[src/rtl/multdiv_seq_pkg.sv]
// ============================================================================
// Module   : multdiv_seq_pkg
// Purpose  : State encodings and shared constants for the multiply/divide
//            sequencer.
// Revision : 1.0
// ============================================================================
`default_nettype none

package multdiv_seq_pkg;

    typedef enum logic [2:0] {
        ST_IDLE  = 3'd0,
        ST_NEG_A = 3'd1,
        ST_NEG_B = 3'd2,
        ST_ITER  = 3'd3,
        ST_FIX   = 3'd4,
        ST_DONE  = 3'd5
    } state_t;

    localparam int          MD_ITER_COUNT = 32;
    localparam logic [4:0]  MD_ITER_LAST  = 5'(MD_ITER_COUNT - 1);
    localparam logic        MD_OP_MULT    = 1'b0;
    localparam logic        MD_OP_DIV     = 1'b1;
    localparam logic [31:0] MD_MIN_NEG    = 32'h8000_0000;

endpackage

`default_nettype wire

[src/rtl/addmodule_all32.sv]
// ============================================================================
// Module   : addmodule_all32
// Purpose  : 32-bit ripple-carry adder with carry in and carry out.
// Revision : 1.0
// ============================================================================
`default_nettype none

module addmodule_all32 (
    input  logic [31:0] in_a,
    input  logic [31:0] in_b,
    input  logic        cin,
    output logic [31:0] sum,
    output logic        cout
);

    logic [32:0] w_carry;

    assign w_carry[0] = cin;

    for (genvar i = 0; i < 32; i++) begin : g_bit
        assign sum[i]       = in_a[i] ^ in_b[i] ^ w_carry[i];
        assign w_carry[i+1] = (in_a[i] & in_b[i]) | (w_carry[i] & (in_a[i] ^ in_b[i]));
    end

    assign cout = w_carry[32];

endmodule

`default_nettype wire

[src/rtl/multdiv_seq.sv]
// ============================================================================
// Module   : multdiv_seq
// Purpose  : Fixed-latency (36 cycle) signed 32-bit shift-add multiply and
//            restoring divide, all arithmetic on one shared ripple adder.
//            Divide support is built only when MULTDIV_DIV_EN is defined.
// Revision : 1.0
// ============================================================================
`default_nettype none

module multdiv_seq (
    input  logic        clock,
    input  logic        reset,
    input  logic [31:0] data_operandA,
    input  logic [31:0] data_operandB,
    input  logic        ctrl_MULT,
    input  logic        ctrl_DIV,
    output logic [31:0] data_result,
    output logic        data_exception,
    output logic        data_resultRDY,
    output logic        busy
);

    import multdiv_seq_pkg::*;

    state_t      r_state;
    state_t      w_next;
    logic [4:0]  r_cnt;
    logic        r_op;
    logic        r_sign_a;
    logic        r_sign_b;
    logic [31:0] r_a;
    logic [31:0] r_b;
    logic [32:0] r_h;
    logic [31:0] r_l;
    logic [31:0] r_result;
    logic        r_exc;
    logic        r_rdy;

    logic        w_start;
    logic        w_op;
    logic [31:0] w_add_a;
    logic [31:0] w_add_b;
    logic        w_add_cin;
    logic [31:0] w_sum;
    logic        w_cout;
    logic [32:0] w_mul_h;
    logic        w_prod_nz;
    logic        w_neg;
    logic [31:0] w_fix_res;
    logic        w_fix_exc;

`ifdef MULTDIV_DIV_EN
    logic [31:0] w_t_r;

    assign w_start = ctrl_MULT | ctrl_DIV;
    assign w_op    = ctrl_MULT ? MD_OP_MULT : MD_OP_DIV;
    assign w_t_r   = {r_h[30:0], r_l[31]};
`else
    localparam logic C_DIV_BUILD = 1'b0;

    assign w_start = ctrl_MULT | (ctrl_DIV & C_DIV_BUILD);
    assign w_op    = MD_OP_MULT;
`endif

    addmodule_all32 u_add (
        .in_a (w_add_a),
        .in_b (w_add_b),
        .cin  (w_add_cin),
        .sum  (w_sum),
        .cout (w_cout)
    );

    // Adder operand steering: negations use ~x + 1 with the carry-in.
    always_comb begin
        w_add_a   = '0;
        w_add_b   = '0;
        w_add_cin = 1'b0;
        case (r_state)
            ST_NEG_A: begin
                w_add_a   = ~r_a;
                w_add_cin = 1'b1;
            end
            ST_NEG_B: begin
                w_add_a   = ~r_b;
                w_add_cin = 1'b1;
            end
            ST_ITER: begin
`ifdef MULTDIV_DIV_EN
                if (r_op == MD_OP_DIV) begin
                    w_add_a   = w_t_r;
                    w_add_b   = ~r_b;
                    w_add_cin = 1'b1;
                end else
`endif
                begin
                    w_add_a = r_h[31:0];
                    w_add_b = r_a;
                end
            end
            ST_FIX: begin
                w_add_a   = ~r_l;
                w_add_cin = 1'b1;
            end
            default: ;
        endcase
    end

    assign w_mul_h   = r_l[0] ? {w_cout, w_sum} : r_h;
    assign w_prod_nz = |{r_h, r_l};
    assign w_neg     = (r_sign_a ^ r_sign_b) & ((r_op == MD_OP_DIV) | w_prod_nz);

    // The magnitude sits in r_l for both ops (product low word or quotient).
    always_comb begin
        w_fix_res = w_neg ? w_sum : r_l;
        w_fix_exc = (|r_h) | (w_neg ? (r_l > MD_MIN_NEG) : (r_l >= MD_MIN_NEG));
`ifdef MULTDIV_DIV_EN
        if (r_op == MD_OP_DIV) begin
            if (~|r_b) begin
                w_fix_res = '0;
                w_fix_exc = 1'b1;
            end else begin
                w_fix_exc = ~w_neg & (r_l >= MD_MIN_NEG);
            end
        end
`endif
    end

    always_ff @(posedge clock) begin
        if (reset) begin
            r_state <= ST_IDLE;
        end else begin
            r_state <= w_next;
        end
    end

    always_comb begin
        w_next = r_state;
        if (w_start) begin
            w_next = ST_NEG_A;
        end else begin
            case (r_state)
                ST_IDLE:  w_next = ST_IDLE;
                ST_NEG_A: w_next = ST_NEG_B;
                ST_NEG_B: w_next = ST_ITER;
                ST_ITER:  w_next = (r_cnt == MD_ITER_LAST) ? ST_FIX : ST_ITER;
                ST_FIX:   w_next = ST_DONE;
                ST_DONE:  w_next = ST_IDLE;
                default:  w_next = ST_IDLE;
            endcase
        end
    end

    always_ff @(posedge clock) begin
        if (reset) begin
            r_cnt    <= '0;
            r_op     <= MD_OP_MULT;
            r_sign_a <= 1'b0;
            r_sign_b <= 1'b0;
            r_a      <= '0;
            r_b      <= '0;
            r_h      <= '0;
            r_l      <= '0;
            r_result <= '0;
            r_exc    <= 1'b0;
            r_rdy    <= 1'b0;
        end else begin
            r_rdy <= 1'b0;
            if (w_start) begin
                r_a      <= data_operandA;
                r_b      <= data_operandB;
                r_sign_a <= data_operandA[31];
                r_sign_b <= data_operandB[31];
                r_op     <= w_op;
                r_result <= '0;
                r_exc    <= 1'b0;
                r_cnt    <= '0;
            end else begin
                case (r_state)
                    ST_NEG_A: begin
                        if (r_sign_a) r_a <= w_sum;
                    end
                    ST_NEG_B: begin
                        r_h <= '0;
                        if (r_sign_b) r_b <= w_sum;
`ifdef MULTDIV_DIV_EN
                        if (r_op == MD_OP_DIV) r_l <= r_a;
                        else
`endif
                        r_l <= r_sign_b ? w_sum : r_b;
                    end
                    ST_ITER: begin
                        r_cnt <= r_cnt + 5'd1;
`ifdef MULTDIV_DIV_EN
                        // Restoring step: carry out means T_R >= |B|.
                        if (r_op == MD_OP_DIV) begin
                            r_h <= {1'b0, (w_cout ? w_sum : w_t_r)};
                            r_l <= {r_l[30:0], w_cout};
                        end else
`endif
                        begin
                            r_h <= {1'b0, w_mul_h[32:1]};
                            r_l <= {w_mul_h[0], r_l[31:1]};
                        end
                    end
                    ST_FIX: begin
                        r_result <= w_fix_res;
                        r_exc    <= w_fix_exc;
                        r_rdy    <= 1'b1;
                    end
                    default: ;
                endcase
            end
        end
    end

    assign data_result    = r_result;
    assign data_exception = r_exc;
    assign data_resultRDY = r_rdy;
    assign busy           = (r_state != ST_IDLE);

endmodule

`default_nettype wire

[config.mk]
export PLATFORM = sky130hd
export DESIGN_NAME = multdiv_seq
export DESIGN_NICKNAME = d
export VERILOG_FILES = /design/src/rtl/multdiv_seq_pkg.sv /design/src/rtl/addmodule_all32.sv /design/src/rtl/multdiv_seq.sv
export SDC_FILE = /design/constraint.sdc
export NUM_CORES = 1
export LEC_CHECK = 0
export ABC_AREA = 1
export CAP_MARGIN = 0
export CORE_MARGIN = 2
export CORE_UTILIZATION = 35
export DETAILED_ROUTE_END_ITERATION = 12
export GPL_ROUTABILITY_DRIVEN = 0
export MAX_ROUTING_LAYER = met4
export SLEW_MARGIN = 15
export SYNTH_ARGS = -nofsm -noshare
export SYNTH_HDL_FRONTEND = slang
export SYNTH_SLANG_ARGS = --single-unit
[constraint.sdc]
create_clock -name clock -period 19.3 [get_ports clock]
set_input_delay 3.86 -clock clock [delete_from_list [all_inputs] [get_ports clock]]
set_output_delay 3.86 -clock clock [all_outputs]
set_load 0.01 [all_outputs]
==> results.toml <==
[clocking]
cts_setup_buffers = 0
clk_latency_ns = 0.43
clk_pin_slew_ns = 0.06
hold_buffers = 0
clock-sinks = 172
cts_tree = "built"
cts_buffers = 17
clockRootBuffer = "clkbuf_16"
cts-htree-levels = 4
cts-resized-gates = 0
clock_path_buffers = 2

[route]
firstDrtPassIters = 6
avgRoutedWirePerCell_um = 18.3
drtAntennaViolNets = 0
wl_mm = 32.1
num_vias = 9587
drt-vias-per-instance = 5.48
first_iter_violations = 839
route.detailed.drc = 0

[grt]
grt_pass1_wl_mm = 50.4
grt_max_degree = 66
grt_usage_pct = 23.2
grt_overflow = 0
grt_antenna_before_repair = 0
grt_pass1_vias = 9156

[layout]
nNetsFinal = 1499
area_delta_synth_final_pct = 18.2
fill_cells = 2755
diodes = 0
drive_above_1_share_pct = 5.18

[pwr]
seq_power_share_pct = 42.4
p_per_area_nw_per_um2 = 78.9
switchingPower_uw = 238
clkPwrFrac_pct = 43.5
comb_power_share_pct = 14.1
power.share.switching_pct = 26.8
peakVddDrop_uv = 58.7
p_leak_uw = 0.00409
internal_power_uw = 651

[timing]
fmax_mhz = 58.7
rsz0062_at_grt = "no"
max_slew_margin_pct = 31.3
finalCritPeriodShare_pct = 88.3
skew_ns = 0.0120
min_period_ns = 17.05
setup_tns_ns = 0
worst_pin_slew_ns = 1.03
setup_violations = 0
hold_violations = 0
finalMaxSlewViolations = 0
holdWs_ns = 0.474

[floorplan]
rows = 60
fp.dieW_um = 169
initial_core_util_pct = 35.5
pin_count = 103
die-area_um2 = 28500
die_h_um = 169
core_um2 = 26800

[critical_path]
worst-setup-path-type = "reg -> reg"
worstPathArrival_ns = 17.41
crit_path_top_delay_cell = "fa_1"
cp_common_cell = "fa_1"
crit_path_end_kind = "flip-flop"
required_ns = 19.67
critPathMaxFanout = 35
start_kind = "flip-flop"
max_stage_delay_ns = 0.53

[logic_synthesis]
synthCells = 1361
ys_seq_elements = 172
synth_top_area_cell = "dfxtp_1"
synthTopCellsByArea = "dfxtp_1 (36%), nand2_1 (15%), fa_1 (6.7%)"
synth_fp_nets = 1463
syn_area_um2 = 9520
ys_warn_count = 0
synth_top_area_share_pct = 36.2
synth_cell_types = 35
synth_area_per_cell_um2 = 7.00
ys_seq_area_share_pct = 36.2

[place]
port_buffers = 101
dp_hpwl_mm = 20.1

[job]
cap_violations = 0

[min_path]
min_path_type = "reg -> reg"

[outcome]
status = "completed"
## worst max-delay path: cells and delay by family, from the launching register on
| kind | cells | cell delay (ns) |
|---|---|---|
| adder cells (fa/ha/maj) | 32 | 14.85 |
| AO/OA/AOI/OAI | 4 | 0.73 |
| buffers and inverters | 4 | 0.69 |
| AND/OR/NAND/NOR | 4 | 0.39 |
| flip-flops | 1 | 0.34 |
## worst paths after layout
path | from | endpoint | slack (ns) | cells past startpoint
max | r_state[1] | r_l[31] | 2.25 | 44
min | r_cnt[2] | r_cnt[2] | 0.47 | 1
max reg2reg | r_state[1] | r_l[31] | 2.25 | 44
min reg2reg | r_cnt[2] | r_cnt[2] | 0.47 | 1
## Yosys cell counts, drive strengths merged
cell	count
nand3	72
fa	32
buf	59
nor3	7
o311ai	1
xor2	1
o221ai	31
dfxtp	172
or2	1
a221oi	27
inv	115
a211oi	5
o22ai	32
a2bb2oi	3
o2111ai	1
a31oi	37
o211ai	5
nor2	148
clkbuf	40
a21oi	94
a22oi	17
o21ai	83
ha	2
nand2	376
## final cells by class
class                   count  area (µm²)  area share (%)
clock buffers              23         488            4.33
repair buffers            116        1110            9.89
clock inverters             7         160            1.42
well taps                 341         427            3.79
multi-input cells         975        5190            46.1
flip-flops and latches    172        3440            30.6
inverters                 115         432            3.83
## cells in the final DEF (no fill, tap or decap), drive strengths merged
master and n:
o2111ai 1, buf 17, a221oi 27, o21ai 83, dfxtp 172, clkbuf 23
nand3 72, nor3 7, fa 32, nor2 148, o22ai 32, o311ai 1
ha 2, inv 114, a21oi 94, a2bb2oi 3, nand2 376, o211ai 5
clkdlybuf4s50 99, xor2 1, or2 1, o221ai 31, clkinv 3, a211oi 5
a22oi 17, a31oi 37, bufinv 5
## power by group through the flow
stage          Sequential (µW)  Clock, µW  Combinational [µW]
6_report                   377        386                 126
5_1_grt                    378        405                 136
4_1_cts                    377        390                 124
3_5_place_dp               384          0                 123
3_3_place_gp               384          0                 122
2_1_floorplan              381          0                81.6
## state kept, by name, summed over array words and instances (netlist names)
register,cells
r_sign_b,1
r_l,32
r_sign_a,1
data_result,32
r_b,32
data_resultRDY,1
r_state,3
r_a,32
r_h,32
r_cnt,5
data_exception,1
## routing by layer
layer	wire (µm)	up-vias	GRT usage (%)
met5	0	-	-
met4	571	0	6.30
met3	2390	46	5.03
met2	14900	363	37.2
met1	14200	4537	29.6
li1	-	4641	-
## metrics by stage
stage	power, µW	worst slack, ns	utilization [%]	instances	instance area [µm²]
after CTS	891	2.22	42.0	1749	11300
final	889	2.25	42.0	1749	11300
after global routing	919	1.54	42.0	1749	11300
after floorplan	462	3.26	-	1361	9520
after global placement	506	2.35	39.6	1719	10600
after detailed placement	508	2.35	39.6	1719	10600
## cell families (layout without fill, tap and decap cells)
logic type,Yosys count,count (layout),synth area share (%)
adders and majority gates,34,34,6.99
and+or+nand+nor,604,604,25.4
DFF,172,172,36.2
buffers and inverters,214,261,9.38
xor gates and xnor gates,1,1,0.289
AOI/OAI and AO/OA,336,336,21.8
Power figures use the tool's default switching activity.
